$ cat config.mk
export PLATFORM = sky130hd
export DESIGN_NAME = vid_line_fetch
export DESIGN_NICKNAME = d
export VERILOG_FILES = /design/src/rtl/vid_line_fetch.sv
export SDC_FILE = /design/constraint.sdc
export NUM_CORES = 1
export LEC_CHECK = 0
export CAP_MARGIN = 10
export CORE_MARGIN = 2
export CORE_UTILIZATION = 57
export DETAILED_ROUTE_END_ITERATION = 10
export PLACE_DENSITY = 0.84
export SLEW_MARGIN = 10
export SYNTH_ARGS = -nofsm -noshare
export SYNTH_HDL_FRONTEND = slang
export SYNTH_SLANG_ARGS = --single-unit
$ cat constraint.sdc
create_clock -name clk -period 7.4 [get_ports clk]
set_input_delay 1.48 -clock clk [delete_from_list [all_inputs] [get_ports clk]]
set_output_delay 1.48 -clock clk [all_outputs]
set_load 0.01 [all_outputs]
$ cat src/rtl/vid_line_fetch.sv
// Video line fetcher: walks a frame line by line, issuing 8-word read bursts
// on the bus whenever the pixel FIFO has room, and flags late line starts.
module vid_line_fetch #(
   parameter int unsigned BURST_WORDS = 8,
   parameter logic [3:0]  TARGET      = 4'h0
) (
   input  logic        clk,
   input  logic        reset,
   input  logic        enable,
   input  logic        frame_start,
   input  logic        line_start,
   input  logic [31:0] base_address,
   input  logic [31:0] lineinc,
   input  logic [12:0] vsize,
   input  logic [5:0]  bursts_per_line,
   input  logic [7:0]  fifo_space,
   input  logic        ackin,
   input  logic        rd_valid,
   output logic [1:0]  reqout,
   output logic [2:0]  cmdout,
   output logic [1:0]  lenout,
   output logic [31:0] addrdataout,
   output logic [3:0]  reqtar,
   output logic        busy,
   output logic        line_done,
   output logic        frame_done,
   output logic        underrun
);

   typedef enum logic [2:0] {IDLE, WAIT_LINE, CHECK, REQ, DATA} state_t;

   localparam logic [7:0] BURST_SPACE = 8'(BURST_WORDS);
   localparam logic [2:0] BEAT_LAST   = 3'(BURST_WORDS - 1);

   state_t      state, state_nx;
   logic [31:0] line_addr, line_addr_nx, cur_addr, cur_addr_nx;
   logic [12:0] line_cnt, line_cnt_nx, line_cnt_inc;
   logic [5:0]  burst_cnt, burst_cnt_nx, burst_cnt_inc;
   logic [2:0]  beat_cnt, beat_cnt_nx;
   logic        restart_pend, restart_pend_nx;
   logic        underrun_nx, line_done_nx, frame_done_nx;

   assign line_cnt_inc  = line_cnt + 13'd1;
   assign burst_cnt_inc = burst_cnt + 6'd1;

   always_comb begin
      state_nx        = state;
      line_addr_nx    = line_addr;
      cur_addr_nx     = cur_addr;
      line_cnt_nx     = line_cnt;
      burst_cnt_nx    = burst_cnt;
      beat_cnt_nx     = beat_cnt;
      restart_pend_nx = restart_pend;
      underrun_nx     = underrun;
      line_done_nx    = 1'b0;
      frame_done_nx   = 1'b0;
      case (state)
         IDLE: begin
            if (enable && frame_start) begin
               state_nx     = WAIT_LINE;
               line_addr_nx = base_address;
               line_cnt_nx  = 13'd0;
               underrun_nx  = 1'b0;
            end
         end
         WAIT_LINE, CHECK: begin
            if (!enable) begin
               state_nx = IDLE;
            end else if (frame_start) begin
               state_nx     = WAIT_LINE;
               line_addr_nx = base_address;
               line_cnt_nx  = 13'd0;
               underrun_nx  = 1'b0;
            end else if (state == WAIT_LINE) begin
               if (line_start && (line_cnt < vsize)) begin
                  if (bursts_per_line == 6'd0) begin
                     // Empty line: complete it on the spot without touching the bus
                     line_done_nx  = 1'b1;
                     frame_done_nx = (line_cnt_inc == vsize);
                     line_cnt_nx   = line_cnt_inc;
                     line_addr_nx  = line_addr + lineinc;
                  end else begin
                     state_nx     = CHECK;
                     cur_addr_nx  = line_addr;
                     burst_cnt_nx = 6'd0;
                  end
               end
            end else begin
               if (line_start) underrun_nx = 1'b1;
               if (fifo_space >= BURST_SPACE) state_nx = REQ;
            end
         end
         REQ: begin
            if (frame_start)     restart_pend_nx = 1'b1;
            else if (line_start) underrun_nx     = 1'b1;
            if (ackin) begin
               state_nx    = DATA;
               beat_cnt_nx = 3'd0;
            end
         end
         DATA: begin
            if (frame_start)     restart_pend_nx = 1'b1;
            else if (line_start) underrun_nx     = 1'b1;
            if (rd_valid) begin
               beat_cnt_nx = beat_cnt + 3'd1;
               if (beat_cnt == BEAT_LAST) begin
                  cur_addr_nx  = cur_addr + 32'd32;
                  burst_cnt_nx = burst_cnt_inc;
                  if (!enable) begin
                     state_nx        = IDLE;
                     restart_pend_nx = 1'b0;
                  end else if (restart_pend || frame_start) begin
                     // A frame restart arrived mid-burst; drop the line silently
                     state_nx        = WAIT_LINE;
                     restart_pend_nx = 1'b0;
                     line_addr_nx    = base_address;
                     line_cnt_nx     = 13'd0;
                     underrun_nx     = 1'b0;
                  end else if (burst_cnt_inc == bursts_per_line) begin
                     state_nx      = WAIT_LINE;
                     line_done_nx  = 1'b1;
                     frame_done_nx = (line_cnt_inc == vsize);
                     line_cnt_nx   = line_cnt_inc;
                     line_addr_nx  = line_addr + lineinc;
                  end else begin
                     state_nx = CHECK;
                  end
               end
            end
         end
         default: state_nx = IDLE;
      endcase
   end

   always_ff @(posedge clk) begin
      if (reset) begin
         state        <= IDLE;
         line_cnt     <= 13'd0;
         burst_cnt    <= 6'd0;
         beat_cnt     <= 3'd0;
         restart_pend <= 1'b0;
         underrun     <= 1'b0;
         line_done    <= 1'b0;
         frame_done   <= 1'b0;
      end else begin
         state        <= state_nx;
         line_cnt     <= line_cnt_nx;
         burst_cnt    <= burst_cnt_nx;
         beat_cnt     <= beat_cnt_nx;
         restart_pend <= restart_pend_nx;
         underrun     <= underrun_nx;
         line_done    <= line_done_nx;
         frame_done   <= frame_done_nx;
      end
   end

   always_ff @(posedge clk) begin
      line_addr <= line_addr_nx;
      cur_addr  <= cur_addr_nx;
   end

   always_comb begin
      reqout      = 2'b00;
      cmdout      = 3'b000;
      lenout      = 2'b00;
      addrdataout = 32'h0;
      reqtar      = TARGET;
      busy        = (state != IDLE);
      if (state == REQ) begin
         reqout      = 2'b01;
         cmdout      = 3'b001;
         lenout      = 2'b11;
         addrdataout = cur_addr;
      end
   end

endmodule

==> impl_metrics.json, run 1 <==
{
  "outcome": "completed",
  "final_nets": 1104,
  "slew_headroom_pct": 18.9,
  "grt_pass1_wl_um": 31100,
  "ctsLongestPathBuffers": 2,
  "root_buffer": "clkbuf_16",
  "synth_most_common_cell": "nand2_1",
  "ctsHoldBuffers": 0,
  "end_kind": "flop",
  "place_inst": 1117,
  "tightestPinTransition_ns": 1.21,
  "post_cts_resized": 0,
  "clock-sinks": 93,
  "netlist_instances": 849,
  "die_x_um": 117,
  "clk_pin_slew_ns": 0.07,
  "routabilityCongestion": 0.892,
  "crit_top_cell": "a21o_1",
  "grt_overflow": 0,
  "cp-startpoint": "vsize[6]",
  "cts_setup_buffers": 0,
  "clock.fmax_mhz": 229,
  "totalNegativeSetupSlack_ns": 0,
  "netlist.area_leader.share_pct": 26.2,
  "routed_wl_um": 19100,
  "ys_warn_count": 0,
  "synth-seq-cells": 93,
  "worstSetupPathType": "in -> reg",
  "track_usage_pct": 27.8,
  "vias": 6793,
  "core_area_mm2": 0.0126,
  "cp_top_family": "compound AO/OA/AOI/OAI gates",
  "drtIter0Drc": 599,
  "drv_cap": 0,
  "dpl.hpwl_um": 13900,
  "hold_class": "reg -> reg",
  "slowest_delay_ns": 0.53,
  "grt_pass1_vias": 6345,
  "syn_area_mm2": 0.00732,
  "critical_path_buf_inv_count": 3,
  "synth_edf_count": 64,
  "crit_chain": "clkdlybuf4s50_1, inv_1, ha_1, a21o_1, a21o_1, a21oi_1, o2111a_1, nand3_2, a211oi_4, buf_4, and2_2, a32o_1",
  "cts_max_level": 3,
  "netlist_top_cells_area": "edfxtp_1, ha_1, dfxtp_1",
  "rr_startpoint": "line_cnt[6]$_SDFFE_PP0P_",
  "wl_per_cell_um": 16.9,
  "setup_viol": 0,
  "die_y_um": 117,
  "p_per_area_mw_per_mm2": 182,
  "die-area_mm2": 0.0138,
  "power.leakage_nw": 3.62,
  "tritoncts": "yes",
  "cts_buffers": 9,
  "antenna_found_initial": 1,
  "num_rows": 41,
  "start_kind": "input pin",
  "stdcell_count": 1133,
  "ys_async_sr_fraction_pct": 0,
  "drv_slew": 0,
  "finalHoldViolations": 0,
  "synth_cell_types": 72,
  "synth_top_cell_by_area": "edfxtp_1",
  "synth.yosys.seq_area_share_pct": 34.2,
  "r2r_end": "line_cnt[7]$_SDFFE_PP0P_",
  "fin_skew_ns": 0.0142,
  "reg2reg_depth": 10,
  "arrival_ns": 4.67,
  "rsz0062_at_grt": "false",
  "peakVddDrop_v": 0.000195,
  "dr.pass1.iters": 7,
  "regToRegSetupSlack_ns": 4.24,
  "synthFlopType": "edfxtp_1",
  "drcViolationCount": 0,
  "cp.depth": 12,
  "post-route-period-util_pct": 59.1,
  "start_util_pct": 58.3,
  "crit_end": "line_cnt[7]$_SDFFE_PP0P_",
  "synth.avg_cell_area_um2": 8.63,
  "vias_per_cell": 6.00,
  "drive_gt1_share_pct": 4.58,
  "period_needed_ns": 4.37,
  "grt_max_degree": 62,
  "synth_common_cells": "nand2_1, o21ai_0, edfxtp_1",
  "critPathSlowestCell": "buf_4",
  "num_antenna_cells": 0,
  "io_pins": 145,
  "critPathRequiredTime_ns": 7.70,
  "path_max_fanout": 47,
  "clock_latency_ns": 0.36,
  "port_buffers": 134,
  "ant_nets": 0,
  "area.growth.synth_to_final_pct": 22.7
}
[worst min-delay path by stage]
| stage | startpoint | to | slack, ns | depth (start not counted) |
|---|---|---|---|---|
| floorplan | beat_cnt[1]$_SDFFE_PP0P_ | beat_cnt[1]$_SDFFE_PP0P_ | 0.44 | 2 |
| global placement | beat_cnt[1]$_SDFFE_PP0P_ | beat_cnt[1]$_SDFFE_PP0P_ | 0.44 | 2 |
| detailed placement | beat_cnt[1]$_SDFFE_PP0P_ | beat_cnt[1]$_SDFFE_PP0P_ | 0.45 | 2 |
| CTS | beat_cnt[1]$_SDFFE_PP0P_ | beat_cnt[1]$_SDFFE_PP0P_ | 0.46 | 2 |
| global route | beat_cnt[1]$_SDFFE_PP0P_ | beat_cnt[1]$_SDFFE_PP0P_ | 0.49 | 2 |
| finish | beat_cnt[1]$_SDFFE_PP0P_ | beat_cnt[1]$_SDFFE_PP0P_ | 0.46 | 2 |
[report_power, final]
part	switching [mW]	leakage, nW	internal, mW	total [mW]
Sequential	0.0264	0.823	0.611	0.638
Clock	0.226	0.144	0.236	0.462
Combinational	0.306	2.65	0.228	0.534
Total	0.559	3.62	1.07	1.63
[per-layer routing]
metal	track usage (%)	wire length, um
met5	0	0
met4	7.61	328
met3	5.45	1480
met2	45.3	8920
met1	38.1	8420
[placed cells by master (no fill, tap or decap), types with 3 or more instances in the layout]
master | synthesis | layout
mux2_2 | 3 | 3
ha_1 | 49 | 49
a21boi_0 | 4 | 4
inv_1 | 26 | 26
nor4_1 | 4 | 4
clkdlybuf4s50_1 | 0 | 134
a21o_1 | 22 | 22
nor2_1 | 44 | 44
o31ai_1 | 4 | 4
nor3_1 | 17 | 17
nor2b_1 | 7 | 7
a31o_2 | 3 | 3
o211ai_1 | 7 | 7
nand2b_1 | 4 | 4
clkbuf_16 | 0 | 9
and2_1 | 8 | 8
a32o_1 | 14 | 14
o21ai_0 | 84 | 84
conb_1 | 1 | 7
inv_6 | 0 | 5
dfxtp_1 | 29 | 29
xor2_1 | 32 | 32
buf_4 | 11 | 8
o21ai_1 | 6 | 6
and3_1 | 49 | 49
nand2_1 | 109 | 109
o211a_1 | 3 | 3
xnor2_1 | 46 | 46
a31oi_1 | 5 | 5
a21oi_1 | 41 | 41
nand4_1 | 10 | 10
nand3_1 | 31 | 31
and4_1 | 3 | 3
edfxtp_1 | 64 | 64
nor3b_1 | 14 | 14
a211oi_1 | 9 | 9
o21a_1 | 5 | 5
[kinds of logic (layout without fill, tap and decap cells)]
logic type	count (synthesis)	in the layout	synth area share (%)
other cells	1	7	0.0512
buf+inv	80	186	4.99
simple gates	314	314	21.6
compound gates	228	228	20.5
xor+xnor	78	78	9.33
flops	93	93	34.2
mux	5	5	0.735
fa+ha+maj	50	50	8.64
[layout make-up]
cell class / instances / area (um^2)
Inverter: 28 / 105
Clock inverter: 7 / 60.1
Sequential cell: 93 / 2500
Fill cell: 993 / 3580
Clock buffer: 9 / 225
Timing Repair Buffer: 142 / 1400
Multi-Input combinational cell: 682 / 4480
Tap cell: 172 / 215
[worst register-to-register path, stage by stage (launching register included)]
cell	delay, ns
dfxtp_1	0.45
ha_1	0.29
a21o_1	0.16
a21o_1	0.17
a21oi_1	0.23
o2111a_1	0.28
nand3_2	0.13
a211oi_4	0.25
buf_4	0.53
and2_2	0.43
a32o_1	0.17
[registers in the layout (all words and copies together), names as in the netlist]
name / flops
cur_addr: 32
burst_cnt: 6
line_addr: 32
beat_cnt: 3
frame_done: 1
restart_pend: 1
line_cnt: 13
state: 3
line_done: 1
underrun: 1
[stage by stage]
step                      power [mW]  cell area [um^2]  worst slack (ns)  util, %  hold slack, ns
after global routing            1.72              8990              2.83     71.5           0.492
after CTS                       1.63              8990              3.02     71.5           0.458
after global placement          1.15              8700              2.69     69.2           0.442
after floorplan                 1.01              7350              3.06        -           0.436
after detailed placement        1.17              8700              2.67     69.2           0.450
final                           1.63              8990              3.03     71.5           0.457
No activity file was read; power rests on OpenSTA's default activity.
==> run 2: changes to the inputs <==
--- a/config.mk
+++ b/config.mk
@@ -7,9 +7,9 @@
 export LEC_CHECK = 0
 export CAP_MARGIN = 10
 export CORE_MARGIN = 2
-export CORE_UTILIZATION = 57
+export CORE_UTILIZATION = 53
 export DETAILED_ROUTE_END_ITERATION = 10
-export PLACE_DENSITY = 0.84
+export PLACE_DENSITY = 0.79
 export SLEW_MARGIN = 10
 export SYNTH_ARGS = -nofsm -noshare
 export SYNTH_HDL_FRONTEND = slang
==> constraint.sdc (replaced) <==
create_clock -name clk -period 4.2 [get_ports clk]
set_input_delay 0.84 -clock clk [delete_from_list [all_inputs] [get_ports clk]]
set_output_delay 0.84 -clock clk [all_outputs]
set_load 0.01 [all_outputs]
==> impl_metrics.json, run 2 (synthesis gave the netlist of run 1 again) <==
{
  "core_area_mm2": 0.0133,
  "clk_pin_slew_ns": 0.07,
  "p_per_area_mw_per_mm2": 318,
  "path_max_fanout": 4,
  "ant_nets": 0,
  "r2r_end": "line_addr[16]$_DFFE_PP_",
  "port_buffers": 134,
  "drcViolationCount": 0,
  "rr_startpoint": "line_addr[0]$_DFFE_PP_",
  "grt_pass1_wl_um": 30200,
  "ctsLongestPathBuffers": 2,
  "drv_slew": 0,
  "die_x_um": 122,
  "worstSetupPathType": "in -> reg",
  "dpl_cell_area_mm2": 0.00877,
  "peakVddDrop_v": 0.000181,
  "clock-sinks": 93,
  "drtIter0Drc": 597,
  "io_pins": 145,
  "stdcell_count": 1144,
  "fin_skew_ns": 0.00547,
  "reg2reg_depth": 10,
  "power_mw": 2.89,
  "top_regs": "cur_addr x32, line_addr x32, line_cnt x13",
  "drive_gt1_share_pct": 4.96,
  "start_kind": "input pin",
  "dr.pass1.iters": 8,
  "grt_overflow": 0,
  "fillers": 1123,
  "tritoncts": "yes",
  "grt_pass1_vias": 6194,
  "totalNegativeSetupSlack_ns": 0,
  "drv_cap": 0,
  "post-place-ws_ns": 0.274,
  "outcome": "completed",
  "dpl.hpwl_um": 14100,
  "final_nets": 1110,
  "period_needed_ns": 3.56,
  "post-route-period-util_pct": 84.7,
  "cts_max_level": 3,
  "cts_setup_buffers": 0,
  "routed_wl_um": 18800,
  "ctsHoldBuffers": 0,
  "clock_latency_ns": 0.35,
  "tightestPinTransition_ns": 0.906,
  "root_buffer": "clkbuf_16",
  "fin_hold_ws_ns": 0.458,
  "whs_path_depth": 2,
  "end_kind": "flop",
  "hp-start": "beat_cnt[1]$_SDFFE_PP0P_",
  "wl_per_cell_um": 16.4,
  "mostFrequentLayoutCell": "clkdlybuf4s50_1",
  "hold_path_end": "beat_cnt[1]$_SDFFE_PP0P_",
  "fin_util_pct": 67.9,
  "die-area_mm2": 0.0148,
  "track_usage_pct": 25.7,
  "antenna_found_initial": 1,
  "die_y_um": 122,
  "finalHoldViolations": 0,
  "arrival_ns": 3.62,
  "post_cts_resized": 0,
  "critPathRequiredTime_ns": 4.27,
  "place_inst": 1127,
  "final_cell_mix": "clkdlybuf4s50_1, nand2_1, o21ai_0, edfxtp_1",
  "hold_class": "reg -> reg",
  "grt_max_degree": 61,
  "routabilityCongestion": 0.896,
  "cts_buffers": 9,
  "num_rows": 42,
  "fin_ws_ns": 0.641,
  "setup_viol": 0,
  "vias": 6681,
  "regToRegSetupSlack_ns": 1.17,
  "vias_per_cell": 5.84,
  "clock.fmax_mhz": 281,
  "rsz0062_at_grt": "false",
  "design_area_mm2": 0.00906,
  "power.leakage_nw": 3.65,
  "slew_headroom_pct": 39.6,
  "area.growth.synth_to_final_pct": 23.7,
  "start_util_pct": 54.9
}
==> run 2: cell types whose count changed in the layout (fill, tap and decap cells not counted) <==
cell / previous run / this run
diode_2: 0 / 1
clkbuf_1: 0 / 1
clkinv_1: 1 / 2
buf_4: 8 / 13
inv_8: 1 / 0
buf_12: 0 / 1
bufinv_16: 0 / 1
inv_6: 5 / 1
clkinvlp_4: 0 / 2
==> run 2: power breakdown <==
| part | switching (mW) | leakage [nW] | total, mW | internal (mW) |
|---|---|---|---|---|
| clock | 0.359 | 0.137 | 0.820 | 0.461 |
| combinational | 0.525 | 2.69 | 0.936 | 0.411 |
| sequential | 0.0524 | 0.823 | 1.13 | 1.08 |
==> run 2: metal layers <==
layer	part of all wire, %	GRT usage [%]
met5	0	0
met4	2.4	8.98
met3	7.1	3.93
met2	45	39.5
met1	46	37.1
==> run 2: worst max-delay path, cell delays in order <==
cell	delay (ns)
clkdlybuf4s50_1	0.41
ha_1	0.25
fa_1	0.42
a21oi_1	0.19
o211ai_1	0.23
a221oi_1	0.43
o21ai_0	0.21
a21o_1	0.22
a21oi_1	0.17
xor2_1	0.16
o21ai_0	0.08
==> run 2: worst max-delay path by stage <==
stage	start	to	slack, ns	cells past startpoint
4_1_cts	lineinc[0]	line_addr[16]$_DFFE_PP_	0.63	11
6_report	lineinc[0]	line_addr[16]$_DFFE_PP_	0.64	11
5_1_grt	lineinc[0]	line_addr[16]$_DFFE_PP_	0.41	11
3_5_place_dp	lineinc[0]	line_addr[16]$_DFFE_PP_	0.27	11
3_3_place_gp	vsize[6]	line_addr[13]$_DFFE_PP_	0.29	10
2_1_floorplan	vsize[6]	burst_cnt[2]$_SDFFE_PP0P_	0.50	10
==> run 2: final cells by class <==
class	instances	area, um^2	share of cell area (%)
Multi-Input combinational cell	682	4480	49.4
Clock inverter	6	62.6	0.691
Clock buffer	10	229	2.53
Tap cell	176	220	2.43
Antenna cell	1	2.50	0.0276
Sequential cell	93	2500	27.6
Timing Repair Buffer	148	1460	16.1
Inverter	28	105	1.16
